===== src/rtl/fb_sched_pkg.sv =====
// Shared types and defaults for the frame-buffer background scheduler.
// Holds the sequencer state enum, default geometry and width helpers.
package fb_sched_pkg;

  typedef enum logic [1:0] {
    IDLE,
    BKG,
    SPR,
    DONE
  } state_t;

  localparam int DEF_H_PIX   = 320;
  localparam int DEF_V_PIX   = 240;
  localparam int DEF_ADDR_W  = 17;
  localparam int DEF_COLOR_W = 4;

  // Counter width for a 0..n-1 count; never narrower than one bit.
  function automatic int cnt_w(input int n);
    return (n < 2) ? 1 : $clog2(n);
  endfunction

  localparam int DEF_COL_W = cnt_w(DEF_H_PIX);
  localparam int DEF_ROW_W = cnt_w(DEF_V_PIX);

endpackage


===== src/rtl/fb_col_ctr.sv =====
// Enable-gated column counter 0..H_PIX-1 with terminal flag and wrap.
// Ports: clk, aresetn, clr (sync clear), en (advance), col, tc (col==H_PIX-1).
module fb_col_ctr
  import fb_sched_pkg::*;
#(
  parameter int H_PIX = DEF_H_PIX,
  parameter int COL_W = cnt_w(DEF_H_PIX)
) (
  input  logic             clk,
  input  logic             aresetn,
  input  logic             clr,
  input  logic             en,
  output logic [COL_W-1:0] col,
  output logic             tc
);

  assign tc = (col == COL_W'(H_PIX - 1));

  always_ff @(posedge clk or negedge aresetn) begin
    if (!aresetn) begin
      col <= '0;
    end else if (clr) begin
      col <= '0;
    end else if (en) begin
      col <= tc ? '0 : col + COL_W'(1);
    end
  end

endmodule


===== src/rtl/fb_bkg_scheduler.sv =====
// Per-frame FB write sequencer: background fill, then one sprite grant.
// Ports: clk, aresetn, frame_start, bkg_color, fb_ready, spr_req, spr_done
//   in; fb_we, fb_addr, fb_wdata, spr_gnt, busy, frame_done, overrun out.
module fb_bkg_scheduler
  import fb_sched_pkg::*;
#(
  parameter int H_PIX   = DEF_H_PIX,
  parameter int V_PIX   = DEF_V_PIX,
  parameter int ADDR_W  = DEF_ADDR_W,
  parameter int COLOR_W = DEF_COLOR_W
) (
  input  logic               clk,
  input  logic               aresetn,
  input  logic               frame_start,
  input  logic [COLOR_W-1:0] bkg_color,
  input  logic               fb_ready,
  output logic               fb_we,
  output logic [ADDR_W-1:0]  fb_addr,
  output logic [COLOR_W-1:0] fb_wdata,
  input  logic               spr_req,
  output logic               spr_gnt,
  input  logic               spr_done,
  output logic               busy,
  output logic               frame_done,
  output logic               overrun
);

  localparam int COL_W = cnt_w(H_PIX);
  localparam int ROW_W = cnt_w(V_PIX);

  state_t           state;
  logic [ROW_W-1:0] row;
  logic [COL_W-1:0] col;
  logic             col_tc;
  logic             accept;
  logic             last_px;

  assign accept  = (state == BKG) && fb_we && fb_ready;
  assign last_px = col_tc && (row == ROW_W'(V_PIX - 1));

  fb_col_ctr #(
    .H_PIX(H_PIX),
    .COL_W(COL_W)
  ) u_col (
    .clk    (clk),
    .aresetn(aresetn),
    .clr    (state == IDLE),
    .en     (accept),
    .col    (col),
    .tc     (col_tc)
  );

  always_ff @(posedge clk or negedge aresetn) begin
    if (!aresetn) begin
      state      <= IDLE;
      row        <= '0;
      fb_addr    <= '0;
      fb_wdata   <= '0;
      fb_we      <= 1'b0;
      spr_gnt    <= 1'b0;
      busy       <= 1'b0;
      frame_done <= 1'b0;
      overrun    <= 1'b0;
    end else begin
      overrun    <= frame_start && (state != IDLE);
      frame_done <= 1'b0;
      unique case (state)
        IDLE: begin
          row     <= '0;
          fb_addr <= '0;
          if (frame_start) begin
            fb_wdata <= bkg_color;
            fb_we    <= 1'b1;
            busy     <= 1'b1;
            state    <= BKG;
          end
        end
        BKG: begin
          if (accept) begin
            fb_addr <= fb_addr + ADDR_W'(1);
            if (last_px) begin
              fb_we <= 1'b0;
              state <= SPR;
            end else if (col_tc) begin
              row <= row + ROW_W'(1);
            end
          end
        end
        SPR: begin
          // Only the entry cycle is ungranted; decide there.
          if (spr_gnt) begin
            if (spr_done) begin
              spr_gnt    <= 1'b0;
              frame_done <= 1'b1;
              state      <= DONE;
            end
          end else if (spr_req) begin
            spr_gnt <= 1'b1;
          end else begin
            frame_done <= 1'b1;
            state      <= DONE;
          end
        end
        DONE: begin
          busy  <= 1'b0;
          state <= IDLE;
        end
        default: state <= IDLE;
      endcase
    end
  end

endmodule


===== config.mk =====
export PLATFORM = sky130hd
export DESIGN_NAME = fb_bkg_scheduler
export DESIGN_NICKNAME = d
export VERILOG_FILES = /design/src/rtl/fb_sched_pkg.sv /design/src/rtl/fb_col_ctr.sv /design/src/rtl/fb_bkg_scheduler.sv
export SDC_FILE = /design/constraint.sdc
export NUM_CORES = 1
export LEC_CHECK = 0
export ABC_AREA = 1
export BUFFER_PORTS_ARGS = -buffer_cell sky130_fd_sc_hd__buf_2
export CAP_MARGIN = 10
export CORE_ASPECT_RATIO = 1.25
export CORE_MARGIN = 5
export CORE_UTILIZATION = 30
export DETAILED_ROUTE_END_ITERATION = 8
export HOLD_SLACK_MARGIN = 0.15
export PLACE_DENSITY = 0.57
export SYNTH_ARGS = -nofsm -noshare
export SYNTH_HDL_FRONTEND = slang
export SYNTH_SLANG_ARGS = --single-unit

===== constraint.sdc =====
create_clock -name clk -period 2.05 [get_ports clk]
set_input_delay 0.1025 -clock clk [delete_from_list [all_inputs] [get_ports clk]]
set_output_delay 0.1025 -clock clk [all_outputs]
set_load 0.02 [all_outputs]

==> results.md, run 1 <==
* Final Util at 36.2%
* Core ar. at 8560 sq um
* Drt pass-1 iters at 4
* Synth Net Count at 358
* Peak VDD IR at 0.550 mV
* Vias per cell at 4.60
* Synth top area share at 43.3%
* Final Slew Violations at 0
* Placer Congestion at 0.827
* Mapped Area at 2600 sq um
* Initial antenna violation count at 0
* FF+latch count, synth at 45
* Area growth syn-to-layout at 19.1%
* Diode count at 0
* Fmax at 569 MHz
* Die span in x at 93.3 um
* Initial DRC count at 130
* Final Hold Viols at 0
* Asr flop ratio synth at 100%
* Final period utilization at 85.7%
* Number of synthesized flops with an enable pin at 0
* Clock latency on the worst-skew pair at 0.30 ns
* Vias at 2258
* Cells along the critical path: inv_1, ha_1, nand2_4, nand2_8, nand3_1, nor2_1, nand2_1, nand2_1, nor2_1
* Worst Tran Pin Value at 0.550 ns
* I/O pin count at 36
* Main synth FF type: dfrtp_1
* Min Hold Slack at 0.180 ns
* GR Util All Layers at 11.9%
* Distinct cell type count after synthesis at 35
* Clk pin slew, worst setup/hold paths at 0.09 ns
* GRT overflow at 0
* Row count at 38
* Setup repair bufs after CTS at 0
* Top cells by area, synth: dfrtp_1 (43%), nand2_1 (15%), nor2_1 (5.8%)
* DIE AREA at 10600 sq um
* Rel. slew slack at 63.3%
* Final setup viols at 0
* Clock tree from TritonCTS: yes
* Worst EP required at 2.25 ns
* CTS Root Cell: clkbuf_8
* CTS Hold Bufs at 8
* Unrepaired setup endpoints after global routing: false
* DRC at 0
* DP Cell Count at 475
* CP arrival at 1.95 ns
* Hold Path Class: in -> reg
* Die Span Y at 114 um
* Max-cap violations at 0
* Crit path capture type: register
* Critical path class: reg -> reg
* Status: complete, no violations
* Pin count of the biggest net entering global routing at 24
* Seq/Total Area, Yosys at 43.3%
* Post-layout total power at 3.07 mW
* IO Port Bufs at 35
* DPL Wire Length at 4450 um
* Pleak at 1.55 nW
* TNS Setup at 0 ns
* Routed len/inst at 11.8 um
* Post-DRT Antenna Nets at 0
* Final Non-Filler Cells at 491
* Commonest non-fill, non-tap cell in the layout: nand2_1
* Global-route wire length before repair at 10400 um
* Final min period at 1.76 ns
* Yosys warnings at 0
* Avg Inst Size Synth at 7.63 sq um
* Crit path max fanout at 11
* Crit-path max cell delay at 0.42 ns
* Post-Syn Instances at 341
* Resize count post-CTS at 0
* Clock sinks at 45
* Most frequent cells in the layout: nand2_1 (103), dfrtp_1 (45), nor2_1 (40), inv_1 (37), buf_2 (35)
* Skew final at 0.00642 ns
* Crit-path slowest cell: dfrtp_1
* H-tree depth at 2
* Layout cell share with drive strength beyond 1 at 19.4%
* CTS buffer count at 5
* Nets@finish at 407
* CTS Buffer Depth at 2
* Vias in the first global route at 2258
* WL final at 5800 um
* CP startpoint kind: register
* Starting density of the core at 30.4%
* Pwr/cell area at 990 nW/um^2
* Yosys top cell by area: dfrtp_1
stage by stage:
stage / area [sq um] / worst slack [ns]
after floorplan: 2600 / 0.547
after global placement: 2900 / 0.301
after detailed placement: 2900 / 0.280
after CTS: 3100 / 0.262
after global routing: 3100 / 0.0278
final: 3100 / 0.293
layer usage:
metal / global-route usage (%) / up-vias / share of wire [%] / wire, um
li1: - / 1185 / - / -
met1: 14.6 / 1027 / 45 / 2610
met2: 20.8 / 38 / 49 / 2840
met3: 2.83 / 8 / 4.5 / 259
met4: 3.52 / 0 / 1.7 / 98
met5: 0 / - / 0 / 0
report_power, final:
group	switching [mW]	internal (mW)
logic	0.875	0.380
clock network	0.310	0.397
registers	0.0895	1.02
total	1.27	1.79
kinds of logic (layout without fill, tap and decap cells):
group,Yosys count,after routing,synth area share [%]
AND/OR/NAND/NOR,205,205,37.4
buffers and inverters,46,96,7.55
flip-flops,45,45,43.3
AO/OA/AOI/OAI,35,35,7.40
adder cells (fa/ha/maj),7,7,3.37
XOR/XNOR,3,3,1.01
path summary, 6_finish.rpt:
check / from / end / slack, ns / depth (start not counted)
hold / removal: fb_ready / fb_addr[0] / 0.18 / 3
setup / recovery: state[0] / fb_addr[13] / 0.29 / 9
hold reg to reg: fb_wdata[0] / fb_wdata[0] / 0.49 / 2
max in group asynchronous: aresetn / fb_addr[0] / 1.23 / 3
setup reg to reg: state[0] / fb_addr[13] / 0.29 / 9
min in group asynchronous: aresetn / u_col.col[4] / 0.32 / 2
Yosys cell counts (all sizes together) (2+ instances only):
| library cell | n |
|---|---|
| nor2 | 52 |
| o21ai | 21 |
| nand2 | 110 |
| inv | 43 |
| nand3 | 23 |
| o21bai | 3 |
| buf | 3 |
| xnor2 | 2 |
| ha | 7 |
| dfrtp | 45 |
| nor3 | 6 |
| a21oi | 9 |
| nand4 | 9 |
| nor3b | 3 |
final cells by class:
| type | count | area (sq um) |
|---|---|---|
| Timing Repair Buffer | 45 | 283 |
| Sequential cell | 45 | 1130 |
| Clock buffer | 6 | 82.6 |
| Fill cell | 909 | 5460 |
| Multi-Input combinational cell | 250 | 1280 |
| Inverter | 43 | 166 |
| Tap cell | 100 | 125 |
| Clock inverter | 2 | 37.5 |
critical path: cells and delay by family (launching register included):
family | cells | cell delay [ns]
buffers and inverters | 1 | 0.09
adder cells (fa/ha/maj) | 1 | 0.32
AND/OR/NAND/NOR | 7 | 0.81
flip-flops | 1 | 0.42
registers in the layout (all words and copies together) (netlist names):
name,count
fb_addr,17
u_col.col,9
row,8
fb_wdata,4
state,2
busy,1
fb_we,1
frame_done,1
overrun,1
spr_gnt,1
Power figures use the tool's default switching activity.
==> run 2: changes to the inputs <==
--- a/config.mk
+++ b/config.mk
@@ -12,4 +12,5 @@
 export CORE_MARGIN = 5
 export CORE_UTILIZATION = 30
+export CTS_BUF_LIST = sky130_fd_sc_hd__clkbuf_8
 export DETAILED_ROUTE_END_ITERATION = 8
 export HOLD_SLACK_MARGIN = 0.15
==> constraint.sdc (replaced) <==
create_clock -name clk -period 2.05 [get_ports clk]
set_input_delay 0.205 -clock clk [delete_from_list [all_inputs] [get_ports clk]]
set_output_delay 0.205 -clock clk [all_outputs]
set_load 0.02 [all_outputs]
==> results.md, run 2 (synthesis gave the netlist of run 1 again) <==
* DRC at 0
* Placer Congestion at 0.830
* Area after DPL at 2900 sq um
* R2R depth at 9
* Row count at 38
* Crit path capture type: register
* Pin count of the biggest net entering global routing at 20
* Worst Hold Path Cells at 4
* Peak VDD IR at 0.543 mV
* Unrepaired setup endpoints after global routing: false
* Vias at 2293
* GRT overflow at 0
* Final instance area at 3050 sq um
* Vias per cell at 4.69
* Rel. slew slack at 78.4%
* Final min period at 1.77 ns
* TNS Setup at 0 ns
* Crit path max fanout at 11
* Dpl ws at 0.252 ns
* Register area at 1130 sq um
* Worst EP required at 2.24 ns
* Final worst slack at 0.283 ns
* Initial DRC count at 72
* Die Span Y at 114 um
* I/O pin count at 36
* Post-layout total power at 2.89 mW
* Resize count post-CTS at 0
* Flip-flop count of the largest register after layout at 17
* Largest Register: fb_addr
* Clock latency on the worst-skew pair at 0.30 ns
* Clock tree from TritonCTS: yes
* Commonest non-fill, non-tap cell in the layout: nand2_1
* Area of the multi-input gates at 1280 sq um
* CP startpoint kind: register
* Die span in x at 93.3 um
* GR met2 Demand/Resource at 20.2%
* CP arrival at 1.96 ns
* CTS buffer count at 5
* CTS Buffer Depth at 2
* Clk pin slew, worst setup/hold paths at 0.08 ns
* Hold Path End: frame_done
* Nets@finish at 406
* Met1 Use GR at 13.8%
* Hold Path Class: in -> reg
* WL final at 5720 um
* Initial antenna violation count at 0
* Drt pass-1 iters at 4
* DIE AREA at 10600 sq um
* Area growth syn-to-layout at 17.0%
* Vias in the first global route at 2219
* Min Hold Slack at 0.200 ns
* Largest registers: fb_addr (17), u_col.col (9), row (8)
* Routing usage on met3 at 2.43%
* GR Util All Layers at 11.4%
* Fmax at 566 MHz
* Most frequent cells in the layout: nand2_1 (103), dfrtp_1 (45), nor2_1 (40), inv_1 (37), buf_2 (35)
* DPL Wire Length at 4460 um
* Pleak at 1.53 nW
* Reg2reg end: fb_addr[13]
* GR peak layer: met2
* Layout cell share with drive strength beyond 1 at 19.5%
* Final Hold Viols at 0
* Diode count at 0
* Skew final at 0.0111 ns
* Final Slew Violations at 0
* Max-cap violations at 0
* HP Start: spr_req
* Status: complete, no violations
* Worst Tran Pin Value at 0.322 ns
* Pwr/cell area at 950 nW/um^2
* Routed len/inst at 11.7 um
* Final setup viols at 0
* Final period utilization at 86.2%
* CTS Root Cell: clkbuf_8
* Filler cell count at 892
* Core ar. at 8560 sq um
* Global-route wire length before repair at 9940 um
* Post-DRT Antenna Nets at 0
* Critical path class: reg -> reg
* FF-to-FF setup slack at 0.28 ns
* IO Port Bufs at 35
* H-tree depth at 2
* Reg2reg start: state[0]
* Clock sinks at 45
* Starting density of the core at 30.4%
==> run 2: metrics by stage <==
stage / util, % / cells
CTS: 35.6 / 489
global placement: 33.8 / 476
detailed placement: 33.8 / 476
floorplan: - / 341
global route: 35.6 / 489
finish: 35.6 / 489
==> run 2: how the worst max path moves through the flow <==
stage          cells past startpoint  startpoint  slack, ns           to
2_1_floorplan                     11    state[1]       0.55       row[0]
3_3_place_gp                       9    state[0]       0.30  fb_addr[13]
3_5_place_dp                       9    state[0]       0.25  fb_addr[13]
4_1_cts                            9    state[0]       0.24  fb_addr[13]
5_1_grt                            9    state[0]       0.12  fb_addr[13]
6_report                           9    state[0]       0.28  fb_addr[13]
==> run 2: worst max-delay path, stage by stage, from the launching register on <==
cell and delay [ns]:
dfrtp_1 0.41, inv_1 0.10, ha_1 0.33, nand2_4 0.19
nand2_8 0.16, nand3_1 0.12, nor2_1 0.18, nand2_1 0.07
nand2_1 0.06, nor2_1 0.04
==> run 2: what timing repair did <==
| item | CTS | global route |
|---|---|---|
| buffers inserted | 0 | 0 |
| hold buffers | 6 | 0 |
| setup endpoints to repair | 0 | 0 |
| hold endpoints to repair | 50 | 0 |
==> run 2: report_power, final <==
| part | total (mW) | internal [mW] | switching [mW] |
|---|---|---|---|
| clock network | 0.562 | 0.267 | 0.295 |
| logic | 1.23 | 0.366 | 0.862 |
| registers | 1.11 | 1.02 | 0.0885 |
==> run 2: final cells by class <==
cell class                 instances  area share [%]
clock buffer                       6            2.71
clock inverter                     1           0.247
inverter                          43            5.46
multi-input combinational        250            42.0
sequential                        45            37.0
tap                              100            4.11
timing repair buffer              44            8.46
==> run 2: per-layer routing <==
metal  share of wire [%]  wire length (um)
met5                   0                 0
met4                 1.1                61
met3                 4.2               239
met2                  51              2900
met1                  44              2520
